**src/rtl/car_motion_if.sv**
```systemverilog
// car_motion_if: frame/frog inputs and car position outputs of the car motion controller
interface car_motion_if;
  logic vsync;
  logic [3:0] current_level;
  logic level_load;
  logic pause;
  logic [9:0] frog_x;
  logic [9:0] frog_y;
  logic [109:0] car_x_flat;
  logic [109:0] car_y_flat;
  logic frame_tick;
  logic hit;
  logic frozen;
  modport master (
    output vsync, current_level, level_load, pause, frog_x, frog_y,
    input car_x_flat, car_y_flat, frame_tick, hit, frozen
  );
  modport slave (
    input vsync, current_level, level_load, pause, frog_x, frog_y,
    output car_x_flat, car_y_flat, frame_tick, hit, frozen
  );
endinterface

```
**src/rtl/car_motion_controller.sv**
```systemverilog
// car_motion_controller: moves 11 road cars once per frame, detects frog hits and freezes cars.
// Optional LEVEL_SPEEDUP_EN adds the clamped level to every car's step.
module car_motion_controller #(
  parameter int H_DISPLAY    = 640,
  parameter int CAR_SIZE     = 32,
  parameter int FROG_SIZE    = 32,
  parameter int LANE_Y0      = 64,
  parameter int LANE_PITCH   = 32,
  parameter int INIT_SPACING = 96,
  parameter int HIT_FRAMES   = 30
) (
  input logic clk,
  input logic rst_n,
  car_motion_if.slave bus
);
  localparam int N = 11;
  localparam int CW = $clog2(HIT_FRAMES);
  typedef enum logic {RUN, HIT} state_t;
  state_t state;
  logic vsync_d, tick, any_hit, hit_q, frozen_q;
  logic [CW-1:0] cnt;
  logic [9:0] x [N];
  logic [9:0] nx [N];
  logic [3:0] bump;
`ifdef LEVEL_SPEEDUP_EN
  assign bump = bus.current_level > 4'd7 ? 4'd7 : bus.current_level;
`else
  assign bump = 4'd0;
`endif
  function automatic logic [9:0] move(input logic [9:0] cur, input logic [3:0] st, input logic left);
    logic [10:0] s;
    s = {1'b0, cur} + {7'd0, st};
    return left ? (cur < {6'd0, st} ? 10'(11'(H_DISPLAY) + {1'b0, cur} - {7'd0, st}) : cur - {6'd0, st})
                : (s >= 11'(H_DISPLAY) ? 10'(s - 11'(H_DISPLAY)) : s[9:0]);
  endfunction
  assign tick = bus.vsync & ~vsync_d;
  assign bus.frame_tick = tick;
  assign bus.hit = hit_q;
  assign bus.frozen = frozen_q;
  // overlap uses plain 11-bit compares on pre-update positions; no wrap-around boxes
  always_comb begin
    any_hit = 1'b0;
    for (int i = 0; i < N; i++) begin
      nx[i] = move(x[i], 4'(1 + i % 3) + bump, 1'(i % 2));
      any_hit = any_hit |
        (({1'b0, bus.frog_x} < {1'b0, x[i]} + 11'(CAR_SIZE)) &&
         ({1'b0, x[i]} < {1'b0, bus.frog_x} + 11'(FROG_SIZE)) &&
         ({1'b0, bus.frog_y} < 11'(LANE_Y0 + i * LANE_PITCH + CAR_SIZE)) &&
         (11'(LANE_Y0 + i * LANE_PITCH) < {1'b0, bus.frog_y} + 11'(FROG_SIZE)));
    end
  end
  always_ff @(posedge clk or negedge rst_n) begin
    if (!rst_n) begin
      vsync_d <= 1'b0;
      state <= RUN;
      hit_q <= 1'b0;
      frozen_q <= 1'b0;
      cnt <= '0;
      for (int i = 0; i < N; i++) x[i] <= 10'((i * INIT_SPACING) % H_DISPLAY);
    end else begin
      vsync_d <= bus.vsync;
      hit_q <= 1'b0;
      if (bus.level_load) begin
        state <= RUN;
        frozen_q <= 1'b0;
        cnt <= '0;
        for (int i = 0; i < N; i++) x[i] <= 10'((i * INIT_SPACING) % H_DISPLAY);
      end else if (tick && !bus.pause) begin
        if (state == RUN && any_hit) begin
          hit_q <= 1'b1;
          frozen_q <= 1'b1;
          state <= HIT;
          cnt <= CW'(HIT_FRAMES - 1);
        end else if (state == RUN) begin
          for (int i = 0; i < N; i++) x[i] <= nx[i];
        end else if (cnt == '0) begin
          state <= RUN;
          frozen_q <= 1'b0;
        end else begin
          cnt <= cnt - 1'b1;
        end
      end
    end
  end
  for (genvar g = 0; g < N; g++) begin : g_flat
    assign bus.car_x_flat[10*g +: 10] = x[g];
    assign bus.car_y_flat[10*g +: 10] = 10'(LANE_Y0 + g * LANE_PITCH);
  end
endmodule

```
**src/flat_wrapper.sv**
```systemverilog
// flat-port wrapper written by rule: the top's interface ports become plain ports
module car_motion_controller_flat 
#(
  parameter int H_DISPLAY    = 640,
  parameter int CAR_SIZE     = 32,
  parameter int FROG_SIZE    = 32,
  parameter int LANE_Y0      = 64,
  parameter int LANE_PITCH   = 32,
  parameter int INIT_SPACING = 96,
  parameter int HIT_FRAMES   = 30
)
  (clk, rst_n, bus_vsync, bus_current_level, bus_level_load, bus_pause, bus_frog_x, bus_frog_y, bus_car_x_flat, bus_car_y_flat, bus_frame_tick, bus_hit, bus_frozen);
  car_motion_if bus_i ();
  input logic clk;
  input logic rst_n;
  input wire logic [$bits(bus_i.vsync)-1:0] bus_vsync;
  input wire logic [$bits(bus_i.current_level)-1:0] bus_current_level;
  input wire logic [$bits(bus_i.level_load)-1:0] bus_level_load;
  input wire logic [$bits(bus_i.pause)-1:0] bus_pause;
  input wire logic [$bits(bus_i.frog_x)-1:0] bus_frog_x;
  input wire logic [$bits(bus_i.frog_y)-1:0] bus_frog_y;
  output wire logic [$bits(bus_i.car_x_flat)-1:0] bus_car_x_flat;
  output wire logic [$bits(bus_i.car_y_flat)-1:0] bus_car_y_flat;
  output wire logic [$bits(bus_i.frame_tick)-1:0] bus_frame_tick;
  output wire logic [$bits(bus_i.hit)-1:0] bus_hit;
  output wire logic [$bits(bus_i.frozen)-1:0] bus_frozen;
  assign bus_i.vsync = bus_vsync;
  assign bus_i.current_level = bus_current_level;
  assign bus_i.level_load = bus_level_load;
  assign bus_i.pause = bus_pause;
  assign bus_i.frog_x = bus_frog_x;
  assign bus_i.frog_y = bus_frog_y;
  assign bus_car_x_flat = bus_i.car_x_flat;
  assign bus_car_y_flat = bus_i.car_y_flat;
  assign bus_frame_tick = bus_i.frame_tick;
  assign bus_hit = bus_i.hit;
  assign bus_frozen = bus_i.frozen;
  car_motion_controller #(.H_DISPLAY(H_DISPLAY), .CAR_SIZE(CAR_SIZE), .FROG_SIZE(FROG_SIZE), .LANE_Y0(LANE_Y0), .LANE_PITCH(LANE_PITCH), .INIT_SPACING(INIT_SPACING), .HIT_FRAMES(HIT_FRAMES)) u_core (.clk(clk), .rst_n(rst_n), .bus(bus_i));
endmodule
```
**config.mk**
```make
export PLATFORM = sky130hd
export DESIGN_NAME = car_motion_controller_flat
export DESIGN_NICKNAME = d
export VERILOG_FILES = /design/src/rtl/car_motion_if.sv /design/src/rtl/car_motion_controller.sv /design/src/flat_wrapper.sv
export SDC_FILE = /design/constraint.sdc
export NUM_CORES = 1
export LEC_CHECK = 0
export CORE_ASPECT_RATIO = 0.9
export CORE_UTILIZATION = 30
export CTS_BUF_LIST = sky130_fd_sc_hd__clkbuf_4 sky130_fd_sc_hd__clkbuf_8 sky130_fd_sc_hd__clkbuf_16
export DETAILED_ROUTE_END_ITERATION = 7
export PLACE_DENSITY = 0.59
export SLEW_MARGIN = 25
export SYNTH_ARGS = -nofsm -noshare
export SYNTH_HDL_FRONTEND = slang
export SYNTH_SLANG_ARGS = --single-unit
```
**constraint.sdc**
```tcl
create_clock -name clk -period 5.7 [get_ports clk]
set_input_delay 1.14 -clock clk [delete_from_list [all_inputs] [get_ports clk]]
set_output_delay 1.14 -clock clk [all_outputs]
set_load 0.01 [all_outputs]
```
==> impl_metrics.ini, run 1 <==
[status]
status = completed

[power]
power_mw = 2.97
peakVddDrop_uv = 137
leakage_nw = 6.82
power_density_nw_per_um2 = 185

[timing]
hold_ws_ps = 523
skew_ps = 15.0
finalHoldViolCount = 0
clock.fmax_ghz = 0.204
final.period_utilization_pct = 86.1
fin_crit_ps = 4910
max_slew.worst_pin.slew_ps = 926
fin_tns_setup_ps = 0
slew_headroom_pct = 38.2
fin_ws_ps = 790
slew_viol_final = 0
rsz0062_at_grt = no
setup_viol = 0

[synthesis]
synth_top_area_share_pct = 20.3
synth.distinct_cells = 85
yosys_warnings = 0
netlist_area_um2 = 13700
ys_seq_area_share_pct = 21.2
synth-async-reset-ratio_pct = 100
yosys_most_used_dff = dfrtp_1
synth_cells = 1670
syn_avg_cell_area_um2 = 8.21
synth_edf_count = 0
synth_seq_cells = 115
synth.top_cells.by_area = ha_1 20%, dfrtp_1 17%, buf_4 6.8%
synth_top_area_cell = ha_1

[floorplan]
core-area_um2 = 44700
fp.dieArea_um2 = 46600
die_w_um = 227
initial_core_util_pct = 30.7
io_pins = 252
rows = 73
dieHeight_um = 205

[drt]
drc = 0
antenna_left = 0
via_per_inst = 5.36
dr.pass1.iters = 5
drt_iter0_drc = 1128
drt-total-wl_um = 46800
num_vias = 12800
wire_per_inst_um = 19.5

[placement]
dp_slack_ps = 374
place_inst = 2362
port_buffers = 133
place_area_um2 = 15400
hpwl_um = 34000
routabilityCongestion = 0.923

[cells_and_area]
final_design_area_no_fill_um2 = 16100
drive_gt1_share_pct = 8.58
stdcell_count = 2395
layout.nets = 2033
num-fill-cells = 4586
syn2layout_area_growth_pct = 17.1
final_util_pct = 36.0

[clock_network]
htreeDepth = 4
worstSkewPairLatency_ps = 460
cts_tree = yes
holdBufCountCts = 0
cts_buffer_depth = 2
post-cts-setup-buffers = 0
clkTransAtPathRegs_ps = 60
cts_buffers = 17
cts_root_buffer = clkbuf_16
cts_sinks = 115
cts_resized = 0

[global_route]
grt_pass1_vias = 12000
grt_pass1_wl_um = 71600
grt_max_degree = 81
antenna_found_initial = 2
track_usage_pct = 20.2
grt_overflow_total = 0

[run]
cap_violations = 0

[setup_path]
cp-end-kind = register
worst-setup-path-type = in -> reg
cp.required_ps = 6030
startpoint = bus_frog_x[5]
cpMostUsedCell = buf_4
max_stage_delay_ps = 680
r2r_start = u_core.bus.car_x_flat[106]
arrival_ps = 5240
slowest_stage = and4_2
start_kind = input port
cp_cell_sequence = clkdlybuf4s50_1, buf_4, and3_1, xnor2_4, buf_4, a21oi_1, o211ai_1, a31oi_1, a31oi_1, and4_2, nand2_2, buf_4, o311a_1
crit_fanout = 16

[min_path]
hold_path_class = in -> async
[state kept, by name (all words and copies together) (netlist names)]
register               cells
u_core.bus.frozen          1
u_core.bus.car_x_flat    106
u_core.cnt                 5
u_core.state               1
u_core.vsync_d             1
u_core.bus.hit             1
[final timing paths]
check | to | cells past startpoint | slack, ps
worst min-delay path | u_core.bus.car_x_flat[24] | 1 | 520
worst max-delay path | u_core.bus.car_x_flat[79] | 13 | 790
max in group asynchronous | u_core.bus.car_x_flat[76] | 2 | 4080
worst max register to register | u_core.bus.car_x_flat[79] | 13 | 1600
worst min register to register | u_core.bus.frozen | 2 | 550
min in group clk | u_core.bus.frozen | 2 | 550
[placed cells by master (no fill, tap or decap), types with 20 or more instances in the layout]
master / n
ha_1: 223
dfstp_2: 21
a21oi_1: 102
conb_1: 114
nor2b_1: 20
xnor2_1: 29
mux2_2: 32
clkdlybuf4s50_1: 131
dfrtp_1: 94
nand3_1: 89
a211oi_1: 32
o21ai_0: 77
nor3_1: 45
nor4_1: 21
xor2_1: 32
o31ai_1: 37
nor2_1: 140
buf_4: 38
inv_1: 98
o211ai_1: 26
nand4_1: 27
nand2_1: 90
[routing by layer]
| metal | track usage [%] | vias to the layer above | routed length, um |
|---|---|---|---|
| li1 | - | 6112 | - |
| met1 | 28.7 | 6201 | 22000 |
| met2 | 30.7 | 476 | 20600 |
| met3 | 3.53 | 53 | 3130 |
| met4 | 6.57 | 2 | 1000 |
| met5 | 0 | - | 13 |
[kinds of logic (layout without fill, tap and decap cells)]
| logic type | count (synthesis) | in the layout | synth area share (%) |
|---|---|---|---|
| xor+xnor | 62 | 62 | 4.10 |
| mux | 45 | 45 | 3.58 |
| simple gates | 516 | 516 | 18.8 |
| fa+ha+maj | 225 | 225 | 20.5 |
| flops | 115 | 115 | 21.2 |
| other cells | 2 | 115 | 0.0548 |
| buf+inv | 296 | 308 | 11.9 |
| compound gates | 409 | 409 | 19.9 |
[power by group]
group          leakage, nW  switching, mW  total, mW  internal, mW
registers             1.52         0.0594      0.908         0.848
logic                 4.98          0.512      0.814         0.303
clock network        0.315          0.452       1.25         0.797
total                 6.82           1.02       2.97          1.95
[cell usage after synthesis, types with 12 or more instances]
| library cell | number |
|---|---|
| mux2_2 | 32 |
| mux2i_1 | 13 |
| ha_1 | 223 |
| a31oi_1 | 15 |
| o21ai_0 | 77 |
| dfrtp_1 | 94 |
| nor3_1 | 45 |
| nand2_1 | 90 |
| or4_1 | 19 |
| xnor2_1 | 29 |
| a211oi_1 | 32 |
| o31ai_1 | 37 |
| a21o_1 | 12 |
| clkbuf_1 | 44 |
| o211ai_1 | 26 |
| a21oi_1 | 102 |
| inv_1 | 98 |
| nand3_1 | 90 |
| nand4_1 | 27 |
| nor4_1 | 21 |
| dfstp_2 | 21 |
| xor2_1 | 32 |
| nor2_1 | 140 |
| nor2b_1 | 20 |
| buf_4 | 124 |
| a211o_1 | 14 |
| buf_2 | 21 |
[area by class of cell]
| cell class | count | area [um2] | area share, % |
|---|---|---|---|
| multi-input combinational | 1371 | 9620 | 59.9 |
| sequential | 115 | 2900 | 18.1 |
| timing repair buffer | 177 | 1760 | 10.9 |
| tap | 600 | 751 | 4.67 |
| clock buffer | 19 | 453 | 2.82 |
| inverter | 99 | 372 | 2.31 |
| clock inverter | 13 | 205 | 1.28 |
| antenna | 1 | 2.50 | 0.0156 |
[worst max-delay path: cells and delay by family]
kind | cells | cell delay, ps
AND/OR/NAND/NOR | 3 | 1490
AO/OA/AOI/OAI | 5 | 1060
XOR/XNOR | 1 | 160
buffers and inverters | 4 | 1400
(Power assumes the default switching activity.)
==> run 2: changes to the inputs <==
--- a/config.mk
+++ b/config.mk
@@ -9,7 +9,8 @@
 export CORE_UTILIZATION = 30
 export CTS_BUF_LIST = sky130_fd_sc_hd__clkbuf_4 sky130_fd_sc_hd__clkbuf_8 sky130_fd_sc_hd__clkbuf_16
 export DETAILED_ROUTE_END_ITERATION = 7
-export PLACE_DENSITY = 0.59
+export DONT_BUFFER_PORTS = 1
+export PLACE_DENSITY = 0.52
 export SLEW_MARGIN = 25
 export SYNTH_ARGS = -nofsm -noshare
 export SYNTH_HDL_FRONTEND = slang
==> impl_metrics.ini, run 2 (synthesis gave the netlist of run 1 again) <==
[cells_and_area]
layout.nets = 1873
layout_common_cells = 223 x ha_1, 140 x nor2_1, 114 x conb_1, 102 x a21oi_1, 98 x inv_1
drive_gt1_share_pct = 7.65
num-fill-cells = 4733
syn2layout_area_growth_pct = 5.13
largest_register_ffs = 106
final_common_cell = ha_1

[power]
power_mw = 2.72
power_density_nw_per_um2 = 189
leakage_nw = 6.15
peakVddDrop_uv = 179

[drt]
drt-total-wl_um = 45800
via_per_inst = 5.44
drc = 0
wire_per_inst_um = 20.5
dr.pass1.iters = 6
num_vias = 12200
drt_iter0_drc = 960
antenna_left = 0

[floorplan]
initial_core_util_pct = 30.7
die_w_um = 227
rows = 73
dieHeight_um = 205
core-area_um2 = 44700
fp.dieArea_um2 = 46600
io_pins = 252

[run]
cap_violations = 0

[placement]
hpwl_um = 32100
port_buffers = 0
routabilityCongestion = 0.891

[status]
status = completed

[timing]
slew_viol_final = 0
fin_tns_setup_ps = 0
max_slew.worst_pin.slew_ps = 832
slew_headroom_pct = 44.3
clock.fmax_ghz = 0.231
skew_ps = 12.5
final.period_utilization_pct = 75.8
rsz0062_at_grt = no
fin_crit_ps = 4320
finalHoldViolCount = 0
setup_viol = 0

[setup_path]
arrival_ps = 4670
cp.required_ps = 6050
start_kind = input port
crit_fanout = 27
r2r-end = u_core.bus.car_x_flat[9]
r2r_start = u_core.bus.car_x_flat[107]
cp-end-kind = register
worst-setup-path-type = in -> reg
worstRegToRegCells = 14
reg2reg_slack_ps = 1510

[clock_network]
holdBufCountCts = 0
htreeDepth = 4
cts_buffers = 17
clkTransAtPathRegs_ps = 60
cts_resized = 0
cts_tree = yes
cts_buffer_depth = 2
post-cts-setup-buffers = 0
cts_root_buffer = clkbuf_16
cts_sinks = 115
worstSkewPairLatency_ps = 470

[min_path]
hold_path_class = in -> async

[global_route]
antenna_found_initial = 0
grt_overflow_total = 0
grt_pass1_wl_um = 69900
grt_max_degree = 131
grt_pass1_vias = 11500
track_usage_pct = 20.0
[run 2: worst max-delay path, stage by stage]
cell	delay, ps
ha_1	210
nand3_1	100
xor2_1	480
ha_1	350
o22a_1	200
o211ai_1	90
a21oi_1	60
or4_1	580
o311a_2	190
and4_2	390
buf_4	340
nand4_1	160
mux2_2	330
[run 2: worst max path at each step]
stage	from	end	slack, ps	cells after the start
after global routing	bus_frog_x[5]	u_core.bus.car_x_flat[12]	1210	14
after CTS	bus_frog_x[5]	u_core.bus.car_x_flat[62]	1430	13
after detailed placement	bus_frog_x[5]	u_core.bus.car_x_flat[62]	940	13
after global placement	bus_frog_x[5]	u_core.bus.car_x_flat[53]	1000	13
after floorplan	bus_frog_x[8]	u_core.bus.car_x_flat[33]	1510	13
final	bus_frog_x[5]	u_core.bus.car_x_flat[53]	1380	13
[run 2: where the power goes]
group / switching, mW / total (mW) / leakage, nW / internal [mW]
clock network: 0.442 / 1.17 / 0.299 / 0.727
logic: 0.403 / 0.626 / 4.33 / 0.223
registers: 0.0770 / 0.925 / 1.52 / 0.848
[run 2: area by class of cell]
class,instances,area (um2),share of cell area (%)
clock buffers,22,482,3.34
inverters,99,372,2.58
flip-flops and latches,115,2900,20.1
multi-input cells,1371,9620,66.7
well taps,600,751,5.21
repair buffers,17,153,1.06
clock inverters,10,133,0.920
diodes,1,2.50,0.0174
[run 2: layer usage]
layer  part of all wire (%)  track usage (%)  vias to the layer above
met5                      0                0                        -
met4                    2.5             6.90                        0
met3                    7.8             5.85                       68
met2                     44             30.2                      370
met1                     46             26.9                     5905
li1                       -                -                     5811
[run 2: through the flow]
step / cells / utilization [%] / setup WS, ps / hold WS, ps / instance area [um2]
6_report: 2235 / 32.3 / 1380 / 373 / 14400
3_3_place_gp: 2202 / 30.9 / 997 / 547 / 13800
4_1_cts: 2234 / 32.3 / 1430 / 346 / 14400
3_5_place_dp: 2202 / 30.9 / 935 / 551 / 13800
5_1_grt: 2234 / 32.3 / 1210 / 344 / 14400
2_1_floorplan: 1782 / - / 1510 / 505 / 14100
